<file path="src/rtl/ice40_himax_pwr_pkg.sv">
// Shared types and constants for the Himax frame-driven power sequencer.
package ice40_himax_pwr_pkg;

    localparam int unsigned StateW = 3;

    // Clock-enable level that lets a downstream ICG/GB cell pass its clock.
    localparam logic EnOn = 1'b1;

    typedef enum logic [StateW-1:0] {
        StWaitInit  = 3'b000,
        StWaitFrame = 3'b001,
        StWaitVid   = 3'b010,
        StMlRun     = 3'b011,
        StMlDone    = 3'b111,
        StBudget    = 3'b110
    } pwr_state_e;

    function automatic logic is_ml_state(pwr_state_e s);
        return (s == StMlRun) || (s == StMlDone);
    endfunction

endpackage

</file>
<file path="src/rtl/ice40_himax_pwr_seq_if.sv">
// Handshake and status bundle between the sensor/ML subsystem and the power sequencer.
interface ice40_himax_pwr_seq_if #(
    parameter int unsigned N_ENG  = 1,
    parameter int unsigned CNT_W  = 22,
    parameter int unsigned SKIP_W = 4
);
    logic              i_init_done;
    logic              i_load_done;
    logic              i_cam_vsync;
    logic              i_vid_rdy;
    logic              i_rd_req;
    logic [N_ENG-1:0]  i_ml_rdy;
    logic [SKIP_W-1:0] i_skip;
    logic              i_bypass;
    logic              o_init;
    logic              o_init_en;
    logic              o_vid_en;
    logic [N_ENG-1:0]  o_core_en;
    logic [2:0]        o_state;
    logic              o_timeout;
    logic [CNT_W-1:0]  o_vsync_period;

    modport master (
        output i_init_done, i_load_done, i_cam_vsync, i_vid_rdy, i_rd_req,
        output i_ml_rdy, i_skip, i_bypass,
        input  o_init, o_init_en, o_vid_en, o_core_en, o_state, o_timeout, o_vsync_period
    );

    modport slave (
        input  i_init_done, i_load_done, i_cam_vsync, i_vid_rdy, i_rd_req,
        input  i_ml_rdy, i_skip, i_bypass,
        output o_init, o_init_en, o_vid_en, o_core_en, o_state, o_timeout, o_vsync_period
    );

endinterface

</file>
<file path="src/rtl/ice40_himax_vsync_tracker.sv">
// VSYNC synchroniser, period measurement, next-frame prediction (pre_video) and
// warm-frame counting for the power sequencer.
module ice40_himax_vsync_tracker #(
    parameter int unsigned CNT_W       = 22,
    parameter int unsigned LEAD        = 2048,
    parameter int unsigned WARM_FRAMES = 3
) (
    input  logic             i_clk,
    input  logic             resetn,
    input  logic             i_cam_vsync,
    input  logic             i_warm_en,
    output logic             o_pre_rise,
    output logic             o_warm_done,
    output logic [CNT_W-1:0] o_period
);

    localparam logic [CNT_W-1:0] CntMax = {CNT_W{1'b1}};
    localparam logic [CNT_W-1:0] LeadC  = CNT_W'(LEAD);

    logic [2:0]       sync_q, sync_d;
    logic [CNT_W-1:0] cnt_q, cnt_d;
    logic [CNT_W-1:0] period_q, period_d;
    logic [CNT_W-1:0] thresh;
    logic             pre_q, pre_d;
    logic             rise_q, rise_d;
    logic [3:0]       warm_q, warm_d;
    logic             vs_edge;

    // sync_q[1:0] is the two-flop synchroniser, sync_q[2] the edge-detect history.
    assign vs_edge = sync_q[1] & ~sync_q[2];
    assign thresh  = (period_q > LeadC) ? (period_q - LeadC) : CNT_W'(1);

    always_comb begin
        sync_d   = {sync_q[1:0], i_cam_vsync};
        cnt_d    = cnt_q;
        period_d = period_q;
        if (vs_edge) begin
            cnt_d    = '0;
            period_d = cnt_q;
        end else if (cnt_q != CntMax) begin
            cnt_d = cnt_q + CNT_W'(1);
        end

        pre_d = pre_q;
        if (cnt_q == thresh) begin
            pre_d = 1'b1;
        end else if (cnt_q == '0) begin
            pre_d = 1'b0;
        end
        rise_d = pre_d & ~pre_q;

        warm_d = warm_q;
        if (!i_warm_en) begin
            warm_d = '0;
        end else if (vs_edge && (warm_q != 4'hF)) begin
            warm_d = warm_q + 4'd1;
        end
    end

    always_ff @(posedge i_clk or negedge resetn) begin
        if (!resetn) begin
            sync_q   <= '0;
            cnt_q    <= '0;
            period_q <= '0;
            pre_q    <= 1'b0;
            rise_q   <= 1'b0;
            warm_q   <= '0;
        end else begin
            sync_q   <= sync_d;
            cnt_q    <= cnt_d;
            period_q <= period_d;
            pre_q    <= pre_d;
            rise_q   <= rise_d;
            warm_q   <= warm_d;
        end
    end

    assign o_pre_rise  = rise_q;
    assign o_warm_done = (warm_q >= 4'(WARM_FRAMES));
    assign o_period    = period_q;

endmodule

</file>
<file path="src/rtl/ice40_himax_pwr_seq.sv">
// Frame-driven power sequencer: gates init, capture and ML-engine clock domains
// around the predicted camera frame, with skip, watchdog and bypass support.
module ice40_himax_pwr_seq
    import ice40_himax_pwr_pkg::*;
#(
    parameter int unsigned CNT_W       = 22,
    parameter int unsigned LEAD        = 2048,
    parameter int unsigned N_ENG       = 1,
    parameter int unsigned SEQ_MODE    = 0,
    parameter int unsigned WARM_FRAMES = 3,
    parameter int unsigned SKIP_W      = 4,
    parameter int unsigned TMO_W       = 24
) (
    input  logic                 i_clk,
    input  logic                 resetn,
    ice40_himax_pwr_seq_if.slave bus
);

    localparam int unsigned IdxW = (N_ENG > 1) ? $clog2(N_ENG) : 1;
    localparam bit          Seq  = (SEQ_MODE != 0);

    pwr_state_e        state_q, state_d;
    logic [IdxW-1:0]   idx_q, idx_d;
    logic [SKIP_W-1:0] skip_q, skip_d;
    logic [TMO_W-1:0]  wdog_q, wdog_d;
    logic              vid_rdy_q, rd_req_q;
    logic [N_ENG-1:0]  ml_rdy_q;
    logic              init_q, init_seen_q;
    logic              init_en_q, init_en_d;
    logic              vid_en_q, vid_en_d;
    logic [N_ENG-1:0]  core_en_q, core_en_d;
    logic [N_ENG-1:0]  core_sel;
    logic              pre_rise, warm_done;
    logic              in_ml, wdog_hit, eng_busy, eng_idle, more_eng;
    logic [CNT_W-1:0]  period;

    ice40_himax_vsync_tracker #(
        .CNT_W       (CNT_W),
        .LEAD        (LEAD),
        .WARM_FRAMES (WARM_FRAMES)
    ) u_tracker (
        .i_clk       (i_clk),
        .resetn      (resetn),
        .i_cam_vsync (bus.i_cam_vsync),
        .i_warm_en   (state_q == StWaitFrame),
        .o_pre_rise  (pre_rise),
        .o_warm_done (warm_done),
        .o_period    (period)
    );

    assign in_ml    = is_ml_state(state_q);
    assign wdog_hit = in_ml && (wdog_q == '1);
    assign core_sel = N_ENG'(1) << idx_q;
    assign eng_busy = Seq ? ~ml_rdy_q[idx_q] : |(~ml_rdy_q);
    assign eng_idle = Seq ? ml_rdy_q[idx_q] : &ml_rdy_q;
    assign more_eng = Seq && (int'(idx_q) < int'(N_ENG) - 1);

    always_ff @(posedge i_clk or negedge resetn) begin
        if (!resetn) begin
            state_q <= StWaitInit;
            idx_q   <= '0;
            skip_q  <= '0;
            wdog_q  <= '0;
        end else begin
            state_q <= state_d;
            idx_q   <= idx_d;
            skip_q  <= skip_d;
            wdog_q  <= wdog_d;
        end
    end

    always_comb begin
        state_d = state_q;
        idx_d   = idx_q;
        skip_d  = skip_q;
        wdog_d  = wdog_q;
        if (in_ml && (wdog_q != '1)) begin
            wdog_d = wdog_q + TMO_W'(1);
        end
        unique case (state_q)
            StWaitInit: begin
                if (bus.i_init_done && bus.i_load_done) state_d = StWaitFrame;
            end
            StWaitFrame: begin
                if (warm_done) state_d = StBudget;
            end
            StBudget: begin
                if (pre_rise) begin
                    if (skip_q == '0) state_d = StWaitVid;
                    else              skip_d  = skip_q - SKIP_W'(1);
                end
            end
            StWaitVid: begin
                wdog_d = '0;
                if (vid_rdy_q) state_d = StMlRun;
            end
            StMlRun: begin
                if (eng_busy) state_d = StMlDone;
            end
            StMlDone: begin
                if (eng_idle) begin
                    if (more_eng) begin
                        idx_d   = idx_q + IdxW'(1);
                        state_d = StMlRun;
                    end else begin
                        idx_d   = '0;
                        skip_d  = bus.i_skip;
                        state_d = StBudget;
                    end
                end
            end
            default: state_d = StWaitInit;
        endcase
        // Watchdog expiry abandons the frame regardless of engine progress.
        if (wdog_hit) begin
            idx_d   = '0;
            skip_d  = bus.i_skip;
            state_d = StBudget;
        end
    end

    always_comb begin
        init_en_d = ~(init_seen_q | bus.i_init_done) | bus.i_bypass;
        vid_en_d  = ((state_q != StBudget) ? EnOn : ~EnOn) | bus.i_bypass;
        case (state_q)
            StBudget:          core_en_d = {N_ENG{~EnOn}};
            StWaitVid:         core_en_d = rd_req_q ? {N_ENG{EnOn}} : {N_ENG{~EnOn}};
            StMlRun, StMlDone: core_en_d = Seq ? core_sel : {N_ENG{EnOn}};
            default:           core_en_d = {N_ENG{EnOn}};
        endcase
        core_en_d = core_en_d | {N_ENG{bus.i_bypass}};
    end

    always_ff @(posedge i_clk or negedge resetn) begin
        if (!resetn) begin
            vid_rdy_q   <= 1'b0;
            rd_req_q    <= 1'b0;
            ml_rdy_q    <= '0;
            init_q      <= 1'b0;
            init_seen_q <= 1'b0;
            init_en_q   <= EnOn;
            vid_en_q    <= EnOn;
            core_en_q   <= {N_ENG{EnOn}};
        end else begin
            vid_rdy_q   <= bus.i_vid_rdy;
            rd_req_q    <= bus.i_rd_req;
            ml_rdy_q    <= bus.i_ml_rdy;
            init_q      <= 1'b1;
            init_seen_q <= init_seen_q | bus.i_init_done;
            init_en_q   <= init_en_d;
            vid_en_q    <= vid_en_d;
            core_en_q   <= core_en_d;
        end
    end

    assign bus.o_init         = init_q;
    assign bus.o_init_en      = init_en_q;
    assign bus.o_vid_en       = vid_en_q;
    assign bus.o_core_en      = core_en_q;
    assign bus.o_state        = state_q;
    assign bus.o_timeout      = wdog_hit;
    assign bus.o_vsync_period = period;

endmodule

</file>
<file path="src/flat_wrapper.sv">
// flat-port wrapper written by rule: the top's interface ports become plain ports
module ice40_himax_pwr_seq_flat import ice40_himax_pwr_pkg::*;
#(
    parameter int unsigned CNT_W       = 22,
    parameter int unsigned LEAD        = 2048,
    parameter int unsigned N_ENG       = 1,
    parameter int unsigned SEQ_MODE    = 0,
    parameter int unsigned WARM_FRAMES = 3,
    parameter int unsigned SKIP_W      = 4,
    parameter int unsigned TMO_W       = 24
)
  (i_clk, resetn, bus_i_init_done, bus_i_load_done, bus_i_cam_vsync, bus_i_vid_rdy, bus_i_rd_req, bus_i_ml_rdy, bus_i_skip, bus_i_bypass, bus_o_init, bus_o_init_en, bus_o_vid_en, bus_o_core_en, bus_o_state, bus_o_timeout, bus_o_vsync_period);
  ice40_himax_pwr_seq_if #(.N_ENG(N_ENG), .CNT_W(CNT_W), .SKIP_W(SKIP_W)) bus_i ();
  input  logic i_clk;
  input  logic resetn;
  input wire logic [$bits(bus_i.i_init_done)-1:0] bus_i_init_done;
  input wire logic [$bits(bus_i.i_load_done)-1:0] bus_i_load_done;
  input wire logic [$bits(bus_i.i_cam_vsync)-1:0] bus_i_cam_vsync;
  input wire logic [$bits(bus_i.i_vid_rdy)-1:0] bus_i_vid_rdy;
  input wire logic [$bits(bus_i.i_rd_req)-1:0] bus_i_rd_req;
  input wire logic [$bits(bus_i.i_ml_rdy)-1:0] bus_i_ml_rdy;
  input wire logic [$bits(bus_i.i_skip)-1:0] bus_i_skip;
  input wire logic [$bits(bus_i.i_bypass)-1:0] bus_i_bypass;
  output wire logic [$bits(bus_i.o_init)-1:0] bus_o_init;
  output wire logic [$bits(bus_i.o_init_en)-1:0] bus_o_init_en;
  output wire logic [$bits(bus_i.o_vid_en)-1:0] bus_o_vid_en;
  output wire logic [$bits(bus_i.o_core_en)-1:0] bus_o_core_en;
  output wire logic [$bits(bus_i.o_state)-1:0] bus_o_state;
  output wire logic [$bits(bus_i.o_timeout)-1:0] bus_o_timeout;
  output wire logic [$bits(bus_i.o_vsync_period)-1:0] bus_o_vsync_period;
  assign bus_i.i_init_done = bus_i_init_done;
  assign bus_i.i_load_done = bus_i_load_done;
  assign bus_i.i_cam_vsync = bus_i_cam_vsync;
  assign bus_i.i_vid_rdy = bus_i_vid_rdy;
  assign bus_i.i_rd_req = bus_i_rd_req;
  assign bus_i.i_ml_rdy = bus_i_ml_rdy;
  assign bus_i.i_skip = bus_i_skip;
  assign bus_i.i_bypass = bus_i_bypass;
  assign bus_o_init = bus_i.o_init;
  assign bus_o_init_en = bus_i.o_init_en;
  assign bus_o_vid_en = bus_i.o_vid_en;
  assign bus_o_core_en = bus_i.o_core_en;
  assign bus_o_state = bus_i.o_state;
  assign bus_o_timeout = bus_i.o_timeout;
  assign bus_o_vsync_period = bus_i.o_vsync_period;
  ice40_himax_pwr_seq #(.CNT_W(CNT_W), .LEAD(LEAD), .N_ENG(N_ENG), .SEQ_MODE(SEQ_MODE), .WARM_FRAMES(WARM_FRAMES), .SKIP_W(SKIP_W), .TMO_W(TMO_W)) u_core (.i_clk(i_clk), .resetn(resetn), .bus(bus_i));
endmodule
</file>
<file path="config.mk">
export PLATFORM = sky130hd
export DESIGN_NAME = ice40_himax_pwr_seq_flat
export DESIGN_NICKNAME = d
export VERILOG_FILES = /design/src/rtl/ice40_himax_pwr_pkg.sv /design/src/rtl/ice40_himax_pwr_seq_if.sv /design/src/rtl/ice40_himax_vsync_tracker.sv /design/src/rtl/ice40_himax_pwr_seq.sv /design/src/flat_wrapper.sv
export SDC_FILE = /design/constraint.sdc
export NUM_CORES = 1
export LEC_CHECK = 0
export CORE_UTILIZATION = 45
export DETAILED_ROUTE_END_ITERATION = 10
export PLACE_DENSITY = 0.66
export REMOVE_ABC_BUFFERS = 1
export SKIP_LAST_GASP = 1
export SYNTH_ARGS = -nofsm -noshare
export SYNTH_HDL_FRONTEND = slang
export SYNTH_SLANG_ARGS = --single-unit
</file>
<file path="constraint.sdc">
create_clock -name i_clk -period 2.29 [get_ports i_clk]
set_clock_uncertainty 0.2 [all_clocks]
set_input_delay 0.458 -clock i_clk [delete_from_list [all_inputs] [get_ports i_clk]]
set_output_delay 0.458 -clock i_clk [all_outputs]
set_load 0.01 [all_outputs]
</file>
==> results of run 1 <==
## registers in the layout, indices dropped and copies added, names as in the netlist, 3 cells and up
name	cells
u_core.skip_q	4
u_core.u_tracker.o_period	22
u_core.u_tracker.sync_q	3
u_core.wdog_q	24
u_core.u_tracker.warm_q	4
u_core.u_tracker.cnt_q	22
u_core.bus.o_state	3
## Yosys cell counts, types with 2 or more instances
cell type | n | area (sq um)
xor2_1 | 34 | 298
buf_2 | 6 | 30.0
o31ai_1 | 4 | 30.0
o2bb2ai_1 | 2 | 17.5
o22ai_1 | 2 | 12.5
a21oi_1 | 16 | 80.1
nand4_1 | 19 | 119
nor2_1 | 76 | 285
dfstp_2 | 3 | 78.8
nand2b_1 | 5 | 31.3
nor4b_1 | 2 | 17.5
dfrtp_1 | 89 | 2230
and3_1 | 7 | 43.8
and4_1 | 7 | 61.3
a31oi_1 | 2 | 12.5
o21ai_0 | 28 | 140
or4_1 | 3 | 22.5
clkbuf_1 | 22 | 82.6
nor4_4 | 2 | 42.5
a211oi_1 | 4 | 30.0
nand3b_1 | 4 | 30.0
nor3_1 | 16 | 80.1
nor3b_1 | 4 | 30.0
o211ai_1 | 2 | 15.0
a22o_1 | 3 | 26.3
o21ai_1 | 4 | 20.0
xnor2_1 | 23 | 201
nand3_1 | 28 | 140
or3_1 | 2 | 12.5
nand2_1 | 97 | 364
a22oi_1 | 3 | 22.5
and2_1 | 5 | 31.3
ha_1 | 6 | 75.1
inv_1 | 18 | 67.6
mux2i_1 | 7 | 70.1
or4_4 | 2 | 22.5
or2_2 | 3 | 18.8
nor4_1 | 2 | 12.5
## worst paths after layout
kind	endpoint	startpoint	slack, ns	depth (start not counted)
setup reg to reg	u_core.u_tracker.pre_q$_DFF_PN0_	u_core.u_tracker.o_period[5]$_DFFE_PN0P_	-0.13	7
hold reg to reg	u_core.u_tracker.sync_q[1]$_DFF_PN0_	u_core.u_tracker.sync_q[0]$_DFF_PN0_	0.15	0
setup / recovery	u_core.u_tracker.pre_q$_DFF_PN0_	u_core.u_tracker.o_period[5]$_DFFE_PN0P_	-0.13	7
min in group asynchronous	u_core.skip_q[2]$_DFFE_PN0P_	resetn	0.50	3
max in group asynchronous	u_core.bus.o_init_en$_DFF_PN1_	resetn	0.99	3
hold / removal	u_core.u_tracker.sync_q[1]$_DFF_PN0_	u_core.u_tracker.sync_q[0]$_DFF_PN0_	0.15	0
## what timing repair did
action                                  in CTS  in global routing
endpoints found under the setup margin       4                 22
hold buffers                                 1                  0
gates resized for setup                      3                 12
pin swaps                                    7                 14
endpoints found under the hold margin       89                  0
setup buffers                                2                  7
## per-layer routing
metal	vias up	global-route usage (%)	wire, um
met5	-	0	0
li1	2227	-	-
met3	15	2.95	529
met2	98	41.4	6710
met4	0	9.65	218
met1	2226	29.2	5530
## cell families (layout without fill, tap and decap cells)
kind of cell / after synthesis / count (layout) / synth area share [%]
buf+inv: 46 / 168 / 3.54
xor+xnor: 57 / 57 / 9.80
simple gates: 290 / 290 / 27.8
compound gates: 79 / 79 / 10.0
other cells: 1 / 1 / 0.0736
mux: 9 / 9 / 2.04
fa+ha+maj: 6 / 6 / 1.47
flops: 92 / 92 / 45.3
## area by class of cell
| type | instances | area share [%] |
|---|---|---|
| clock inverter | 5 | 0.549 |
| multi-input combinational | 442 | 40.1 |
| inverter | 18 | 1.02 |
| timing repair buffer | 134 | 17.0 |
| tap | 140 | 2.65 |
| clock buffer | 11 | 3.82 |
| sequential | 92 | 34.9 |
## per-stage QoR
| stage | cells | instance area [sq um] | hold WS [ns] |
|---|---|---|---|
| floorplan | 552 | 4980 | -0.0376 |
| global placement | 816 | 6200 | 0.135 |
| detailed placement | 816 | 6200 | 0.146 |
| CTS | 835 | 6530 | 0.158 |
| global route | 842 | 6610 | 0.165 |
| finish | 842 | 6610 | 0.149 |
## where the power goes
group	switching (W)	total, W	internal, W
clock network	0.000657	0.00145	0.000795
logic	0.000439	0.000794	0.000355
registers	0.000129	0.00187	0.00174
total	0.00122	0.00411	0.00289
## placed cells by master, fill, tap and decap left out, drive strengths merged, types with 3 or more instances in the layout
cell type,count
a22o,3
xnor2,23
mux2i,7
buf,93
a211oi,4
clkinvlp,3
dfstp,3
or2,4
a22oi,3
nand3,28
nand2b,5
inv,18
o211ai,3
and4,7
nor4,5
ha,6
o31ai,5
a21oi,17
dfrtp,89
clkdlybuf4s50,40
nor2,76
nand2,98
or4,5
and3,7
nand4,19
o21ai,32
clkbuf,11
and2,5
nand3b,4
nor3,17
xor2,34
nor3b,4
## worst register-to-register path, cell delays in order (launching register included)
cell and delay, ns:
dfrtp_1 0.38, or4_4 0.56, o31ai_4 0.30, nand2_2 0.08, a211o_1 0.28, a221oi_2 0.26
nand4_1 0.15, o21ai_1 0.14
==> impl_metrics.toml, run 1 <==
[run_status]
outcome = "finished, violations left"
violations = "negative setup slack"

[sta]
slew_viol_final = 0
max_freq_ghz = 0.413
post-route-period-util_pct = 106
fin_setup_tns_ns = -0.246
hold_violations = 0
finalCriticalPeriod_ns = 2.42
grt_setup_unrepaired = "yes"
setup_viol = 2
setup_ws_ns = -0.130

[setup_path]
crit_arrival_ns = 2.50
crit_chain = "or4_4 -> o31ai_4 -> nand2_2 -> a211o_1 -> a221oi_2 -> nand4_1 -> o21ai_1"
critPathCaptureType = "register"
path_max_fanout = 3
critPathMaxStageDelay_ns = 0.56
critPathTopFamily = "compound AO/OA/AOI/OAI gates"
start_kind = "register"
critPathRequiredTime_ns = 2.37
crit_buf_inv = 0
worst_path_max_delay_cell = "or4_4"
crit_type = "register to register"

[synth]
synthFlopType = "dfrtp_1"
syn-cell-area_sq_um = 5090
ys_seq_elements = 92
avgSynthCellArea_sq_um = 8.78
synth_cell_types = 56
synth_edf_count = 0
ys_seq_area_share_pct = 45.3
postSynthCellCount = 580
synth-async-reset-ratio_pct = 100
yosysWarnings = 0

[hold_path]
min_path_type = "register to register"

[global_route]
antenna_found_initial = 0
grt_max_degree = 93
grt_overflow = 0
grt_pass1_wl_um = 21400
grt.total_usage_pct = 23.6
grt_pass1_vias = 4481

[layout]
multi_input_area_sq_um = 2650
antennaDiodeCount = 0
fin_util_pct = 60.5
layout.nets = 716
n_fill_cell = 974
drive_gt1_share_pct = 19.8
area_growth_pct = 29.9
ff_latch_area_sq_um = 2310

[die]
die_y_um = 108
io_pins = 43
start_util_pct = 46.6
rows = 38
core_region_area_sq_um = 10900
die_area_sq_um = 11700
chipWidth_um = 108

[clock_network]
clk-insertion-delay-late_ns = 0.35
cts_max_level = 3
cts_num_sinks = 92
path_clk_slew_ns = 0.06
root_buffer = "clkbuf_16"
numCtsBuffers = 9
clk_path_buf_depth = 2
cts_tree = "done"

[power_and_ir_drop]
fin_total_pwr_w = 0.00411
vdd_drop_max_uv = 436
p_per_area_nw_per_um2 = 622
leakagePower_nw = 3.06

[drt]
drc_errors = 0
wirelength_um = 13000
wl_per_cell_um = 15.4
drt_iter0_drc = 311
viasPerCell = 5.42
ant_nets = 0
firstDrtPassIters = 4
via_count = 4566

[placed_design]
post-place-ws_ns = -0.113
gp_congestion = 0.965
hpwl_um = 9240
port_buffers = 42

[flow_run]
drv_cap = 0
(Power assumes the default switching activity.)
==> run 2, diff against run 1 <==
GPL_ROUTABILITY_DRIVEN = 0   (was not set)
==> run 2 against run 1 <==
Against the previous run: the flow still finishes with violations (negative setup slack); setup slack better by 0.018 ns; critical endpoint unchanged; critical path depth unchanged; global-route usage up 0.39 points; combinational power up 0.8%; sequential power about the same; worst hold slack better by 0.0017 ns; design area up 1.2%; highest routed layer unchanged; sequential cell count unchanged; critical path type unchanged; sequential share of layout area down 0.42 points; via count up 1.3%.
==> impl_metrics.toml, run 2 (synthesis gave the netlist of run 1 again) <==
[drt]
viasPerCell = 5.46
wirelength_um = 13200
via_count = 4625
ant_nets = 0
wl_per_cell_um = 15.5
drc_errors = 0
drt_iter0_drc = 294
firstDrtPassIters = 5

[hold_path]
min-delay-start = "u_core.u_tracker.sync_q[0]$_DFF_PN0_"
worstHoldEndpoint = "u_core.u_tracker.sync_q[1]$_DFF_PN0_"
min_path_type = "register to register"
hold_depth = 0

[global_route]
antenna_found_initial = 0
grt.total_usage_pct = 24.0
grt_max_degree = 44
grt_overflow = 0
grt_pass1_vias = 4656
grt_pass1_wl_um = 21600

[clock_network]
cts_num_sinks = 92
cts_tree = "done"
clk_path_buf_depth = 2
path_clk_slew_ns = 0.06
cts_max_level = 3
clk-insertion-delay-late_ns = 0.35
numCtsBuffers = 9
root_buffer = "clkbuf_16"

[setup_path]
critPathMaxStageDelay_ns = 0.56
crit_buf_inv = 0
worst_path_max_delay_cell = "or4_4"
critPathTopFamily = "compound AO/OA/AOI/OAI gates"
reg2reg_setup_slack_ns = -0.11
critPathRequiredTime_ns = 2.37
rr_worst_depth = 7
crit_arrival_ns = 2.48
critPathCaptureType = "register"
crit-reg2reg-launch = "u_core.u_tracker.o_period[5]$_DFFE_PN0P_"
crit_type = "register to register"
start_kind = "register"
path_max_fanout = 3
crit_chain = "or4_4 -> o31ai_4 -> nand2_2 -> a211o_1 -> a221oi_2 -> nand4_1 -> o21ai_1"
r2r_end = "u_core.u_tracker.pre_q$_DFF_PN0_"

[placed_design]
port_buffers = 42
post_dp_cell_area_sq_um = 6250
hpwl_um = 9610
dp_cells = 822
post-place-ws_ns = -0.109

[run_status]
outcome = "finished, violations left"
violations = "negative setup slack"

[sta]
finalCriticalPeriod_ns = 2.40
setup_ws_ns = -0.111
slew_viol_final = 0
hold_violations = 0
max_freq_ghz = 0.416
setup_viol = 2
fin_setup_tns_ns = -0.188
post-route-period-util_pct = 105
grt_setup_unrepaired = "yes"

[power_and_ir_drop]
vdd_drop_max_uv = 525
fin_total_pwr_w = 0.00405
p_sw_w = 0.00118
p_comb_share_pct = 19.8
p_clk_share_pct = 34.1
pwr-share-seq_pct = 46.1
switching_share_pct = 29.1
p_per_area_nw_per_um2 = 605
power.internal_w = 0.00287
leakagePower_nw = 3.11

[die]
start_util_pct = 46.6
chipWidth_um = 108
die_y_um = 108
die_area_sq_um = 11700
core_region_area_sq_um = 10900
rows = 38
io_pins = 43

[layout]
largest_register_ffs = 24
final_common_cell = "nand2_1"
area_growth_pct = 31.4
drive_gt1_share_pct = 20.8
antennaDiodeCount = 0
n_fill_cell = 979
largest_register = "u_core.wdog_q"
final_cell_mix = "97 x nand2_1, 94 x buf_4, 89 x dfrtp_1"
layout.nets = 721
finalInstanceArea_sq_um = 6690
final_cell_count_no_fill = 847

[flow_run]
drv_cap = 0
[run 2: cell count changes in the layout (fill, tap and decap cells not counted), moves of 2 or more]
| cell | delta |
|---|---|
| buf_4 | +4 |
| clkbuf_1 | +3 |
| nor3_2 | -2 |
| o21ai_2 | +2 |
[run 2: power by group through the flow]
stage          sequential, W  clock, W  combinational, W
2_1_floorplan        0.00192         0          0.000403
3_3_place_gp         0.00189         0          0.000773
3_5_place_dp         0.00189         0          0.000794
4_1_cts              0.00186   0.00142          0.000800
5_1_grt              0.00188   0.00148          0.000883
6_report             0.00187   0.00138          0.000800
[run 2: layout make-up]
| type | count | area, sq um | area share [%] |
|---|---|---|---|
| Tap cell | 140 | 175 | 2.62 |
| Sequential cell | 92 | 2310 | 34.4 |
| Clock buffer | 13 | 250 | 3.74 |
| Clock inverter | 3 | 22.5 | 0.336 |
| Multi-Input combinational cell | 442 | 2710 | 40.5 |
| Timing Repair Buffer | 139 | 1160 | 17.4 |
| Inverter | 18 | 67.6 | 1.01 |
[run 2: per-stage QoR]
stage	util, %	hold slack (ns)
2_1_floorplan	-	-0.0376
3_3_place_gp	57.1	0.137
3_5_place_dp	57.1	0.139
4_1_cts	59.8	0.152
5_1_grt	61.2	0.169
6_report	61.2	0.151
[run 2: metal layers]
metal  global-route usage (%)  wire, um  vias up
met5                        0         0        -
met4                     8.49       316        0
met3                     5.49       650       30
met2                     43.0      6780      129
met1                     27.9      5410     2235
li1                         -         -     2231
[run 2: timing repair]
action	4_1_cts	5_1_grt
pin swaps	5	21
hold endpoints to repair	27	0
endpoints found under the setup margin	3	21
hold buffers	1	0
buffers inserted	1	7
resized for setup	2	25
[run 2: worst max-delay path by stage]
stage	slack [ns]	to	depth (start not counted)	start
after global placement	-0.07	u_core.u_tracker.o_pre_rise$_DFF_PN0_	7	u_core.u_tracker.o_period[5]$_DFFE_PN0P_
after CTS	-0.1	u_core.u_tracker.pre_q$_DFF_PN0_	7	u_core.u_tracker.o_period[0]$_DFFE_PN0P_
after global routing	-0.21	u_core.u_tracker.o_pre_rise$_DFF_PN0_	7	u_core.u_tracker.o_period[6]$_DFFE_PN0P_
final	-0.11	u_core.u_tracker.pre_q$_DFF_PN0_	7	u_core.u_tracker.o_period[5]$_DFFE_PN0P_
after detailed placement	-0.11	u_core.u_tracker.o_pre_rise$_DFF_PN0_	7	u_core.u_tracker.o_period[5]$_DFFE_PN0P_
after floorplan	-0.18	u_core.u_tracker.o_pre_rise$_DFF_PN0_	7	u_core.u_tracker.o_period[6]$_DFFE_PN0P_
==> run 3, diff against run 2 <==
CAP_MARGIN = 20   (was not set)
CTS_CLUSTER_SIZE = 40   (was not set)
MAX_ROUTING_LAYER = met4   (was not set)
==> run 3 against run 2 <==
Against the previous run: global-route usage up 0.74 points; cell count unchanged; sequential share of layout area unchanged; critical path type unchanged; largest cell class unchanged; combinational power barely moved; the flow still finishes with violations (negative setup slack); critical endpoint unchanged; highest routed layer unchanged.
==> impl_metrics.toml, run 3 (synthesis gave the netlist of run 1 again) <==
[sta]
setup_ws_ns = -0.112
finalCriticalPeriod_ns = 2.40
setup_viol = 2
grt_setup_unrepaired = "yes"
slew_viol_final = 0
whs_ns = 0.151
post-route-period-util_pct = 105
max_freq_ghz = 0.416
hold_violations = 0

[global_route]
use_met1_pct = 28.0
grt.total_usage_pct = 24.7
grt_pass1_vias = 4656
grt_max_degree = 44
use_met3_pct = 5.49
antenna_found_initial = 0
grt_pass1_wl_um = 21600
grt_overflow = 0
top_usage_layer = "met2"
grtUsageMet2_pct = 42.9

[setup_path]
critPathMaxStageDelay_ns = 0.56
worst_path_max_delay_cell = "or4_4"
crit_chain = "or4_4 -> o31ai_4 -> nand2_2 -> a211o_1 -> a221oi_2 -> nand4_1 -> o21ai_1"
rr_worst_depth = 7
path_max_fanout = 3
start_kind = "register"
critPathCaptureType = "register"
crit_arrival_ns = 2.48
crit_end = "u_core.u_tracker.pre_q$_DFF_PN0_"
crit-reg2reg-launch = "u_core.u_tracker.o_period[5]$_DFFE_PN0P_"
crit_type = "register to register"
reg2reg_setup_slack_ns = -0.11
critPathRequiredTime_ns = 2.37
r2r_end = "u_core.u_tracker.pre_q$_DFF_PN0_"
worstSetupStartpoint = "u_core.u_tracker.o_period[5]$_DFFE_PN0P_"

[power_and_ir_drop]
p_per_area_nw_per_um2 = 605
leakagePower_nw = 3.11
vdd_drop_max_uv = 529

[drt]
drc_errors = 0
drt_iter0_drc = 321
wl_per_cell_um = 15.5
wirelength_um = 13200
firstDrtPassIters = 5
ant_nets = 0
via_count = 4619
viasPerCell = 5.45

[placed_design]
hpwl_um = 9610
port_buffers = 42
post-place-ws_ns = -0.109
dp_cells = 822

[run_status]
violations = "negative setup slack"
outcome = "finished, violations left"

[clock_network]
clk_path_buf_depth = 2
numCtsBuffers = 9
cts_max_level = 3
path_clk_slew_ns = 0.06
cts_tree = "done"
root_buffer = "clkbuf_16"
clk-insertion-delay-late_ns = 0.35
cts_num_sinks = 92

[layout]
final_cell_count_no_fill = 847
final_cell_mix = "97 x nand2_1, 94 x buf_4, 89 x dfrtp_1"
largest_register_ffs = 24
area_growth_pct = 31.4
final_common_cell = "nand2_1"
drive_gt1_share_pct = 20.8
largest_register = "u_core.wdog_q"
antennaDiodeCount = 0
layout.nets = 721

[die]
rows = 38
start_util_pct = 46.6
die_y_um = 108
die_area_sq_um = 11700
io_pins = 43
core_region_area_sq_um = 10900
chipWidth_um = 108

[flow_run]
drv_cap = 0

[hold_path]
min_path_type = "register to register"
==> run 3: cell counts in the layout (fill, tap and decap cells not counted) <==
No cell type changed its count.
==> run 3: per-stage QoR <==
step,power (W),utilization [%],instance area (sq um),setup TNS [ns]
finish,0.00405,61.2,6690,-0.189
global route,0.00425,61.2,6690,-0.684
CTS,0.00408,59.8,6540,-0.243
detailed placement,0.00269,57.1,6250,-0.227
global placement,0.00266,57.1,6250,-0.128
floorplan,0.00232,-,4980,-0.338
==> run 3: area by class of cell <==
| class | instances | area [sq um] |
|---|---|---|
| fill | 979 | 4240 |
| multi-input combinational | 442 | 2710 |
| sequential | 92 | 2310 |
| timing repair buffer | 139 | 1160 |
| clock buffer | 13 | 250 |
| tap | 140 | 175 |
| inverter | 18 | 67.6 |
| clock inverter | 3 | 22.5 |
==> run 3: worst min-delay path by stage <==
stage	slack [ns]	cells past startpoint	startpoint	endpoint
floorplan	-0.04	0	resetn	u_core.bus.o_init$_DFF_PN0_
global placement	0.14	0	u_core.u_tracker.sync_q[0]$_DFF_PN0_	u_core.u_tracker.sync_q[1]$_DFF_PN0_
detailed placement	0.14	0	u_core.u_tracker.sync_q[0]$_DFF_PN0_	u_core.u_tracker.sync_q[1]$_DFF_PN0_
CTS	0.15	0	u_core.u_tracker.sync_q[0]$_DFF_PN0_	u_core.u_tracker.sync_q[1]$_DFF_PN0_
global route	0.17	0	u_core.u_tracker.sync_q[0]$_DFF_PN0_	u_core.u_tracker.sync_q[1]$_DFF_PN0_
finish	0.15	0	u_core.u_tracker.sync_q[0]$_DFF_PN0_	u_core.u_tracker.sync_q[1]$_DFF_PN0_
==> run 3: what timing repair did <==
action                                  in CTS  in global routing
pin swaps                                    5                 21
gates resized for setup                      2                 25
hold endpoints to repair                    27                  0
hold buffers                                 1                  0
endpoints found under the setup margin       3                 21
buffers inserted                             1                  7
==> run 3: layer usage <==
metal  up-vias  wire, um
li1       2231         -
met1      2232      5560
met2       127      6740
met3        29       562
met4         0       305
met5         -         0
==> run 3: report_power, final <==
part           internal (W)  total, W  switching (W)
sequential          0.00174   0.00187       0.000128
clock              0.000766   0.00138       0.000616
combinational      0.000361  0.000800       0.000439
==> run 3: worst max-delay path: cells and delay by family, from the launching register on <==
family / cells / cell delay [ns]
AOI/OAI and AO/OA: 4 / 0.95
DFF: 1 / 0.38
and+or+nand+nor: 3 / 0.80
